`src/rtl/systolic_tile_ctrl.sv`:
```
// Tile sequencer for a ROWS x COLS systolic MAC array: clear, skewed operand feed,
// wavefront flush and row-by-row result drain over a valid/ready handshake.
module systolic_tile_ctrl #(
   parameter int ROWS   = 4,
   parameter int COLS   = 4,
   parameter int K_MAX  = 256,
   parameter int ADDR_W = $clog2(K_MAX),
   parameter int ROW_W  = (ROWS > 1) ? $clog2(ROWS) : 1
) (
   input  logic              clk,
   input  logic              rst_n,
   input  logic              start,
   input  logic [ADDR_W:0]   k_len,
   output logic              busy,
   output logic              done,
   output logic              a_rd_en,
   output logic [ADDR_W-1:0] a_rd_addr,
   output logic              b_rd_en,
   output logic [ADDR_W-1:0] b_rd_addr,
   output logic [ROWS-1:0]   row_feed_en,
   output logic [COLS-1:0]   col_feed_en,
   output logic              acc_clr,
   output logic              res_valid,
   output logic [ROW_W-1:0]  res_row,
   input  logic              res_ready
);

   typedef enum logic [2:0] {
      S_IDLE  = 3'd0,
      S_CLEAR = 3'd1,
      S_FEED  = 3'd2,
      S_FLUSH = 3'd3,
      S_DRAIN = 3'd4,
      S_DONE  = 3'd5
   } state_t;

   // Flush covers buffer latency, both skews and the final PE cycle.
   localparam logic [ADDR_W:0]  FLUSH_LEN = (ADDR_W+1)'(ROWS + COLS);
   localparam logic [ADDR_W:0]  CNT_ONE   = (ADDR_W+1)'(1);
   localparam logic [ROW_W-1:0] LAST_ROW  = ROW_W'(ROWS - 1);

   state_t              state_q;
   logic [ADDR_W:0]     k_q;
   logic [ADDR_W:0]     cnt_q;
   logic [ADDR_W-1:0]   addr_q;
   logic                rd_en_q;
   logic                busy_q;
   logic                done_q;
   logic                acc_clr_q;
   logic                res_valid_q;
   logic [ROW_W-1:0]    row_q;
   logic [ROWS-1:0]     row_fe_q;
   logic [COLS-1:0]     col_fe_q;

   // Tile sequencing FSM; every output register is written alongside the state it belongs to.
   always_ff @(posedge clk or negedge rst_n) begin
      if (!rst_n) begin
         state_q     <= S_IDLE;
         k_q         <= '0;
         cnt_q       <= '0;
         addr_q      <= '0;
         rd_en_q     <= 1'b0;
         busy_q      <= 1'b0;
         done_q      <= 1'b0;
         acc_clr_q   <= 1'b0;
         res_valid_q <= 1'b0;
         row_q       <= '0;
      end else begin
         acc_clr_q <= 1'b0;
         done_q    <= 1'b0;
         case (state_q)
            S_IDLE: begin
               if (start) begin
                  busy_q <= 1'b1;
                  if (k_len != '0) begin
                     k_q       <= k_len;
                     state_q   <= S_CLEAR;
                     acc_clr_q <= 1'b1;
                  end else begin
                     state_q <= S_DONE;
                     done_q  <= 1'b1;
                  end
               end
            end
            S_CLEAR: begin
               state_q <= S_FEED;
               rd_en_q <= 1'b1;
               addr_q  <= '0;
               cnt_q   <= CNT_ONE;
            end
            S_FEED: begin
               // cnt_q is one wider than the address, so k_len = K_MAX exits cleanly.
               if (cnt_q == k_q) begin
                  state_q <= S_FLUSH;
                  rd_en_q <= 1'b0;
                  addr_q  <= '0;
                  cnt_q   <= CNT_ONE;
               end else begin
                  addr_q <= addr_q + ADDR_W'(1);
                  cnt_q  <= cnt_q + CNT_ONE;
               end
            end
            S_FLUSH: begin
               if (cnt_q == FLUSH_LEN) begin
                  state_q     <= S_DRAIN;
                  res_valid_q <= 1'b1;
                  row_q       <= '0;
                  cnt_q       <= '0;
               end else begin
                  cnt_q <= cnt_q + CNT_ONE;
               end
            end
            S_DRAIN: begin
               if (res_ready) begin
                  if (row_q == LAST_ROW) begin
                     state_q     <= S_DONE;
                     res_valid_q <= 1'b0;
                     row_q       <= '0;
                     done_q      <= 1'b1;
                  end else begin
                     row_q <= row_q + ROW_W'(1);
                  end
               end
            end
            S_DONE: begin
               state_q <= S_IDLE;
               busy_q  <= 1'b0;
            end
            default: begin
               state_q     <= S_IDLE;
               rd_en_q     <= 1'b0;
               busy_q      <= 1'b0;
               res_valid_q <= 1'b0;
               addr_q      <= '0;
               cnt_q       <= '0;
               row_q       <= '0;
            end
         endcase
      end
   end

   // Skew chains: lane n sees the read enable 1+n cycles later, free-running in every state.
   always_ff @(posedge clk or negedge rst_n) begin
      if (!rst_n) begin
         row_fe_q <= '0;
         col_fe_q <= '0;
      end else begin
         row_fe_q[0] <= rd_en_q;
         for (int r = 1; r < ROWS; r++) begin
            row_fe_q[r] <= row_fe_q[r-1];
         end
         col_fe_q[0] <= rd_en_q;
         for (int c = 1; c < COLS; c++) begin
            col_fe_q[c] <= col_fe_q[c-1];
         end
      end
   end

   assign busy        = busy_q;
   assign done        = done_q;
   assign a_rd_en     = rd_en_q;
   assign b_rd_en     = rd_en_q;
   assign a_rd_addr   = addr_q;
   assign b_rd_addr   = addr_q;
   assign row_feed_en = row_fe_q;
   assign col_feed_en = col_fe_q;
   assign acc_clr     = acc_clr_q;
   assign res_valid   = res_valid_q;
   assign res_row     = row_q;

endmodule

```
`config.mk`:
```
export PLATFORM = sky130hd
export DESIGN_NAME = systolic_tile_ctrl
export DESIGN_NICKNAME = d
export VERILOG_FILES = /design/src/rtl/systolic_tile_ctrl.sv
export SDC_FILE = /design/constraint.sdc
export NUM_CORES = 1
export LEC_CHECK = 0
export CORE_MARGIN = 1
export CORE_UTILIZATION = 50
export DETAILED_ROUTE_END_ITERATION = 16
export PLACE_DENSITY = 0.78
export SLEW_MARGIN = 20
export SYNTH_ARGS = -nofsm -noshare
export SYNTH_HDL_FRONTEND = slang
export SYNTH_SLANG_ARGS = --single-unit
```
`constraint.sdc`:
```
create_clock -name clk -period 2.3 [get_ports clk]
set_clock_uncertainty 0.15 [all_clocks]
set_input_delay 0.575 -clock clk [delete_from_list [all_inputs] [get_ports clk]]
set_output_delay 0.575 -clock clk [all_outputs]
set_load 0.01 [all_outputs]
```
==> out/summary.txt, run 1 <==
Dpl hpwl: 3.18 mm
Crit-path max FO: 2
Finish-stage setup viols: 0
Slew @ Worst Pin: 0.614 ns
CTS clock-pin slew for the worst setup and hold paths: 0.08 ns
Starting Density: 53.5%
Required time worst endpoint: 2.32 ns
Core area: 4090 um2
Max-Cap Viols: 0
Synth top area share: 45.8%
Detailed Route WL: 4.26 mm
DRC violation count after routing: 0
Post-synth EDFFs: 0
Power Total: 3.16 mW
Gpl congestion: 0.791
Setup repair bufs after CTS: 0
First drt pass iteration count: 6
Most used DFF post-synth: dfrtp_1
Pleak: 1.20 nW
Vias in the first global route: 1526
Die area: 4640 um2
Global route total overflow: 0
Number of CTS-inserted buffers: 5
Most common cell after layout, fill and taps aside: clkdlybuf4s50_1
All-layer global routing usage: 20.4%
DR iter-0 viols: 150
Crit end category: flop
CTS HTree Levels: 2
Post-route ant nets: 0
Cell Rows: 23
Vias per cell: 5.63
Largest net degree at the start of global routing: 22
Crit Path Class: input port to flop
Largest cells by area after synthesis: dfrtp_1 (46%), buf_4 (4.5%), nand3_1 (3.7%)
# diodes: 0
Final worst path period need: 2.18 ns
Via count: 1689
Die Wd: 68.1 um
Slew headroom: 58.8%
Final Max Tran Viols: 0
Hold WS: 0.0864 ns
Final TNS setup: 0 ns
Die H: 68.1 um
IO Pins: 45
Pre-CTS WS: -0.302 ns
Fmax achieved: 459 MHz
Worst Hold Class: input port to async pin
Yosys warnings: 0
Clk buf depth: 2
Most frequent cells in the layout: clkdlybuf4s50_1 (43), dfrtp_1 (40), nand3_1 (16)
Clock sinks: 40
Setup WS post-layout: 0.119 ns
Wire per inst: 14.2 um
Layout cells sized above 1: 12.4%
Cell Count Post-Placement: 292
Net Count, Synth: 230
Mean Syn Cell Area: 10.3 um2
Post-synthesis cell count: 213
CTS tree: yes
Mapped Area: 2180 um2
Power Dens Cells: 1170 nW/um2
Max IR drop VDD: 0.656 mV
CTS root buffer: clkbuf_8
Net count, final: 266
Endpoints failing hold: 0
CP Data Arrival Time: 2.20 ns
Cell taking the most area after synthesis: dfrtp_1
Status: finished, final reports clean
CP Launch Type: input port
Ys async rst share: 100%
Register area share after synthesis: 45.8%
RSZ-0062 raised after global routing: no
Port buffer count: 44
First-pass GRT wire length: 6.95 mm
Initial antenna violation count: 0
Syn-to-layout area delta: 23.4%
Final cell count without fillers: 300
Yosys cell types: 45
Clk Latency, worst-skew pair: 0.29 ns
Synthesized flop and latch total: 40
Period Utilization, post-route: 94.8%
per-stage QoR:
stage	area, um2	utilization, %
after floorplan	2180	-
after global placement	2580	63.3
after detailed placement	2580	63.3
after CTS	2690	65.9
after global routing	2700	66.0
final	2700	66.0
final timing paths:
check | start | depth (start not counted) | slack, ns | endpoint
max reg2reg | cnt_q[4] | 5 | 0.24 | a_rd_addr[5]
min in group clk | col_feed_en[0] | 0 | 0.24 | col_feed_en[1]
max | k_len[4] | 7 | 0.12 | state_q[2]
min reg2reg | col_feed_en[0] | 0 | 0.24 | col_feed_en[1]
min | rst_n | 1 | 0.09 | col_feed_en[3]
max in group asynchronous | rst_n | 2 | 1.43 | cnt_q[8]
timing repair:
action,in CTS,in global routing
endpoints found under the setup margin,0,9
hold buffers,0,0
gates resized for setup,0,1
metal layers:
| metal | vias up | wire length [um] | track usage (%) |
|---|---|---|---|
| met5 | - | 0 | 0 |
| li1 | 822 | - | - |
| met2 | 51 | 2060 | 32.2 |
| met4 | 0 | 59 | 7.55 |
| met1 | 809 | 1930 | 27.2 |
| met3 | 7 | 208 | 4.33 |
Yosys cell counts (3+ instances only):
cell	count
a21o_1	3
a21oi_1	10
a31oi_1	11
and3_1	9
buf_2	4
buf_4	13
buf_6	4
dfrtp_1	40
ha_1	4
inv_1	9
mux2_1	6
nand2_1	12
nand3_1	16
nand3b_1	3
nor2_1	7
nor2b_1	3
nor3_1	4
o21ai_0	10
o21ai_1	4
xor2_1	9
sequential cells by signal, indices dropped and copies added, names as in the netlist:
name and flops:
cnt_q 9, k_q 9, a_rd_addr 8, col_feed_en 4, state_q 3, res_row 2
a_rd_en 1, acc_clr 1, busy 1, done 1, res_valid 1
cells by family (layout without fill, tap and decap cells):
kind of cell,Yosys count,after routing,share of synthesized area (%)
simple gates,67,67,18.0
compound gates,49,49,14.4
flops,40,40,45.8
buf+inv,32,69,9.33
xor+xnor,12,12,5.50
mux,9,9,4.58
fa+ha+maj,4,4,2.29
where the power goes:
part	internal [mW]	switching, mW	leakage, nW
clock	0.322	0.236	0.0552
combinational	0.687	0.718	0.655
sequential	0.934	0.263	0.493
cell type report:
| type | instances | area, um2 |
|---|---|---|
| fill | 339 | 1390 |
| sequential | 40 | 1000 |
| multi-input combinational | 141 | 982 |
| timing repair buffer | 52 | 508 |
| clock buffer | 6 | 72.6 |
| tap | 50 | 62.6 |
| inverter | 9 | 33.8 |
| clock inverter | 2 | 35.0 |
critical path, stage by stage:
cell	delay, ns
clkdlybuf4s50_1	0.41
nor4_1	0.35
nand2_1	0.11
nor4_2	0.23
buf_4	0.18
a21oi_1	0.07
o32ai_1	0.28
(Power assumes the default switching activity.)
==> run 2, diff against run 1 <==
Settings changed: TNS_END_PERCENT set to 10.
==> results of run 2 <==
No change in the layout: final DEF, timing and power equal those of run 1.
==> run 3, diff against run 2 <==
Settings changed: CTS_BUF_LIST set to sky130_fd_sc_hd__clkbuf_8, PLACE_DENSITY 0.78 to not set, PLACE_DENSITY_LB_ADDON set to 0.1, SKIP_LAST_GASP set to 1.
==> out/summary.txt, run 3 (synthesis gave the netlist of run 1 again) <==
Clk Latency, worst-skew pair: 0.30 ns (was 0.29 ns)
First drt pass iteration count: 4 (was 6)
Via count: 1694 (was 1689)
Fmax achieved: 468 MHz (was 459 MHz)
Gpl congestion: 0.808 (was 0.791)
Dpl hpwl: 3.33 mm (was 3.18 mm)
Power Dens Cells: 1150 nW/um2 (was 1170 nW/um2)
Final Util: 65.1% (was 66.0%)
Cell Rows: 23 (unchanged)
Clock sinks: 40 (unchanged)
Crit-path max FO: 9 (was 2)
CP Data Arrival Time: 2.16 ns (was 2.20 ns)
CTS HTree Levels: 2 (unchanged)
Initial antenna violation count: 0 (unchanged)
Final worst path period need: 2.13 ns (was 2.18 ns)
Slew headroom: 58.3% (was 58.8%)
Max IR drop VDD: 0.505 mV (was 0.656 mV)
Die H: 68.1 um (unchanged)
All-layer global routing usage: 22.6% (was 20.4%)
Vias in the first global route: 1639 (was 1526)
Max-Cap Viols: 0 (unchanged)
FILL cells: 338 (was 339)
Endpoints failing hold: 0 (unchanged)
CTS clock-pin slew for the worst setup and hold paths: 0.08 ns (about the same)
CTS root buffer: clkbuf_8 (unchanged)
Crit end category: flop (unchanged)
R2R cell count: 5 (unchanged)
Net count, final: 267 (was 266)
Biggest cell delay along the critical path: 0.42 ns (was 0.41 ns)
Worst Hold Class: input port to async pin (unchanged)
CP Depth: 6 (was 7)
Most common cell after layout, fill and taps aside: clkdlybuf4s50_1 (unchanged)
Crit Path Class: input port to flop (unchanged)
CTS tree: yes (unchanged)
Hold WS: 0.168 ns (was 0.0864 ns)
R2R Path Start: cnt_q[6] (was cnt_q[4])
Crit path to: k_q[8] (was state_q[2])
First-pass GRT wire length: 7.56 mm (was 6.95 mm)
Slew @ Worst Pin: 0.621 ns (was 0.614 ns)
Finish-stage setup viols: 0 (unchanged)
DR iter-0 viols: 97 (was 150)
RSZ-0062 raised after global routing: no (unchanged)
Power Total: 3.05 mW (was 3.16 mW)
Most frequent cells in the layout: clkdlybuf4s50_1 (43), dfrtp_1 (40), nand3_1 (16) (unchanged)
Cell Count Post-Placement: 293 (was 292)
IO Pins: 45 (unchanged)
Worst path cell trace: clkdlybuf4s50_1 -> nor4_1 -> nand2_1 -> nor4_2 -> nor2b_2 -> mux2_1 (was clkdlybuf4s50_1 -> nor4_1 -> nand2_1 -> nor4_2 -> buf_4 -> a21oi_1 -> o32ai_1)
Detailed Route WL: 4.50 mm (was 4.26 mm)
Post-CTS Hold Buffers: 0 (unchanged)
Reg-to-reg setup timing slack: 0.20 ns (was 0.24 ns)
Final TNS setup: 0 ns (unchanged)
CP startpoint: k_len[4] (unchanged)
Largest net degree at the start of global routing: 41 (was 22)
# diodes: 0 (unchanged)
Global route total overflow: 0 (unchanged)
Vias per cell: 5.65 (was 5.63)
Syn-to-layout area delta: 21.8% (was 23.4%)
CP Launch Type: input port (unchanged)
Die Wd: 68.1 um (unchanged)
Post-route ant nets: 0 (unchanged)
Period Utilization, post-route: 92.8% (was 94.8%)
Slowest CP cell: clkdlybuf4s50_1 (unchanged)
Final Max Tran Viols: 0 (unchanged)
Worst R2R End: cnt_q[4] (was a_rd_addr[5])
Die area: 4640 um2 (unchanged)
Wire per inst: 15.0 um (was 14.2 um)
Pleak: 1.19 nW (was 1.20 nW)
Status: finished, final reports clean (unchanged)
Clk buf depth: 2 (unchanged)
Starting Density: 53.5% (unchanged)
Top delay family on crit path: simple AND/OR/NAND/NOR gates (unchanged)
Final cell count without fillers: 300 (unchanged)
DRC violation count after routing: 0 (unchanged)
Layout cells sized above 1: 12.4% (unchanged)
Required time worst endpoint: 2.33 ns (was 2.32 ns)
Core area: 4090 um2 (unchanged)
Port buffer count: 44 (unchanged)
Number of CTS-inserted buffers: 5 (unchanged)
Buf/Inv on CP: 1 (was 2)
-- run 3: worst min path at each step --
stage | startpoint | to | cells past startpoint | slack, ns
floorplan | rst_n | a_rd_addr[0] | 0 | 0.13
global placement | col_feed_en[2] | col_feed_en[3] | 0 | 0.23
detailed placement | col_feed_en[1] | col_feed_en[2] | 0 | 0.24
CTS | rst_n | a_rd_addr[2] | 2 | 0.19
global route | rst_n | a_rd_addr[2] | 2 | 0.23
finish | rst_n | a_rd_addr[2] | 2 | 0.17
-- run 3: layer usage --
layer,up-vias,GRT usage (%),share of wire [%]
met1,821,28.0,43
met5,-,0,0
met4,0,12.2,2.7
met2,42,36.8,51
li1,820,-,-
met3,11,4.33,2.8
-- run 3: timing repair --
action / in CTS / in global routing
setup endpoints to repair: 7 / 0
setup buffers: 0 / 0
resized for setup: 1 / 0
-- run 3: area by class of cell --
cell class | count | area [um2] | share of cell area, %
clock buffers | 5 | 68.8 | 2.59
clock inverters | 2 | 8.76 | 0.329
inverters | 9 | 33.8 | 1.27
multi-input cells | 141 | 982 | 36.9
flip-flops and latches | 40 | 1000 | 37.6
well taps | 50 | 62.6 | 2.35
repair buffers | 53 | 503 | 18.9
-- run 3: worst register-to-register path, delay by kind of cell (launching register included) --
kind            cells  cell delay (ns)
compound gates      3             0.58
flops               1             0.45
simple gates        2             0.77
-- run 3: power breakdown --
group | leakage, nW | total, mW | internal (mW) | switching, mW
logic | 0.656 | 1.40 | 0.678 | 0.726
clock network | 0.0452 | 0.438 | 0.202 | 0.237
registers | 0.493 | 1.21 | 0.934 | 0.276
total | 1.19 | 3.05 | 1.81 | 1.24
-- run 3: through the flow --
stage / worst slack, ns / area (um2)
global route: 0.0107 / 2660
detailed placement: -0.410 / 2580
finish: 0.165 / 2660
CTS: 0.124 / 2660
global placement: -0.265 / 2580
floorplan: 0.370 / 2180
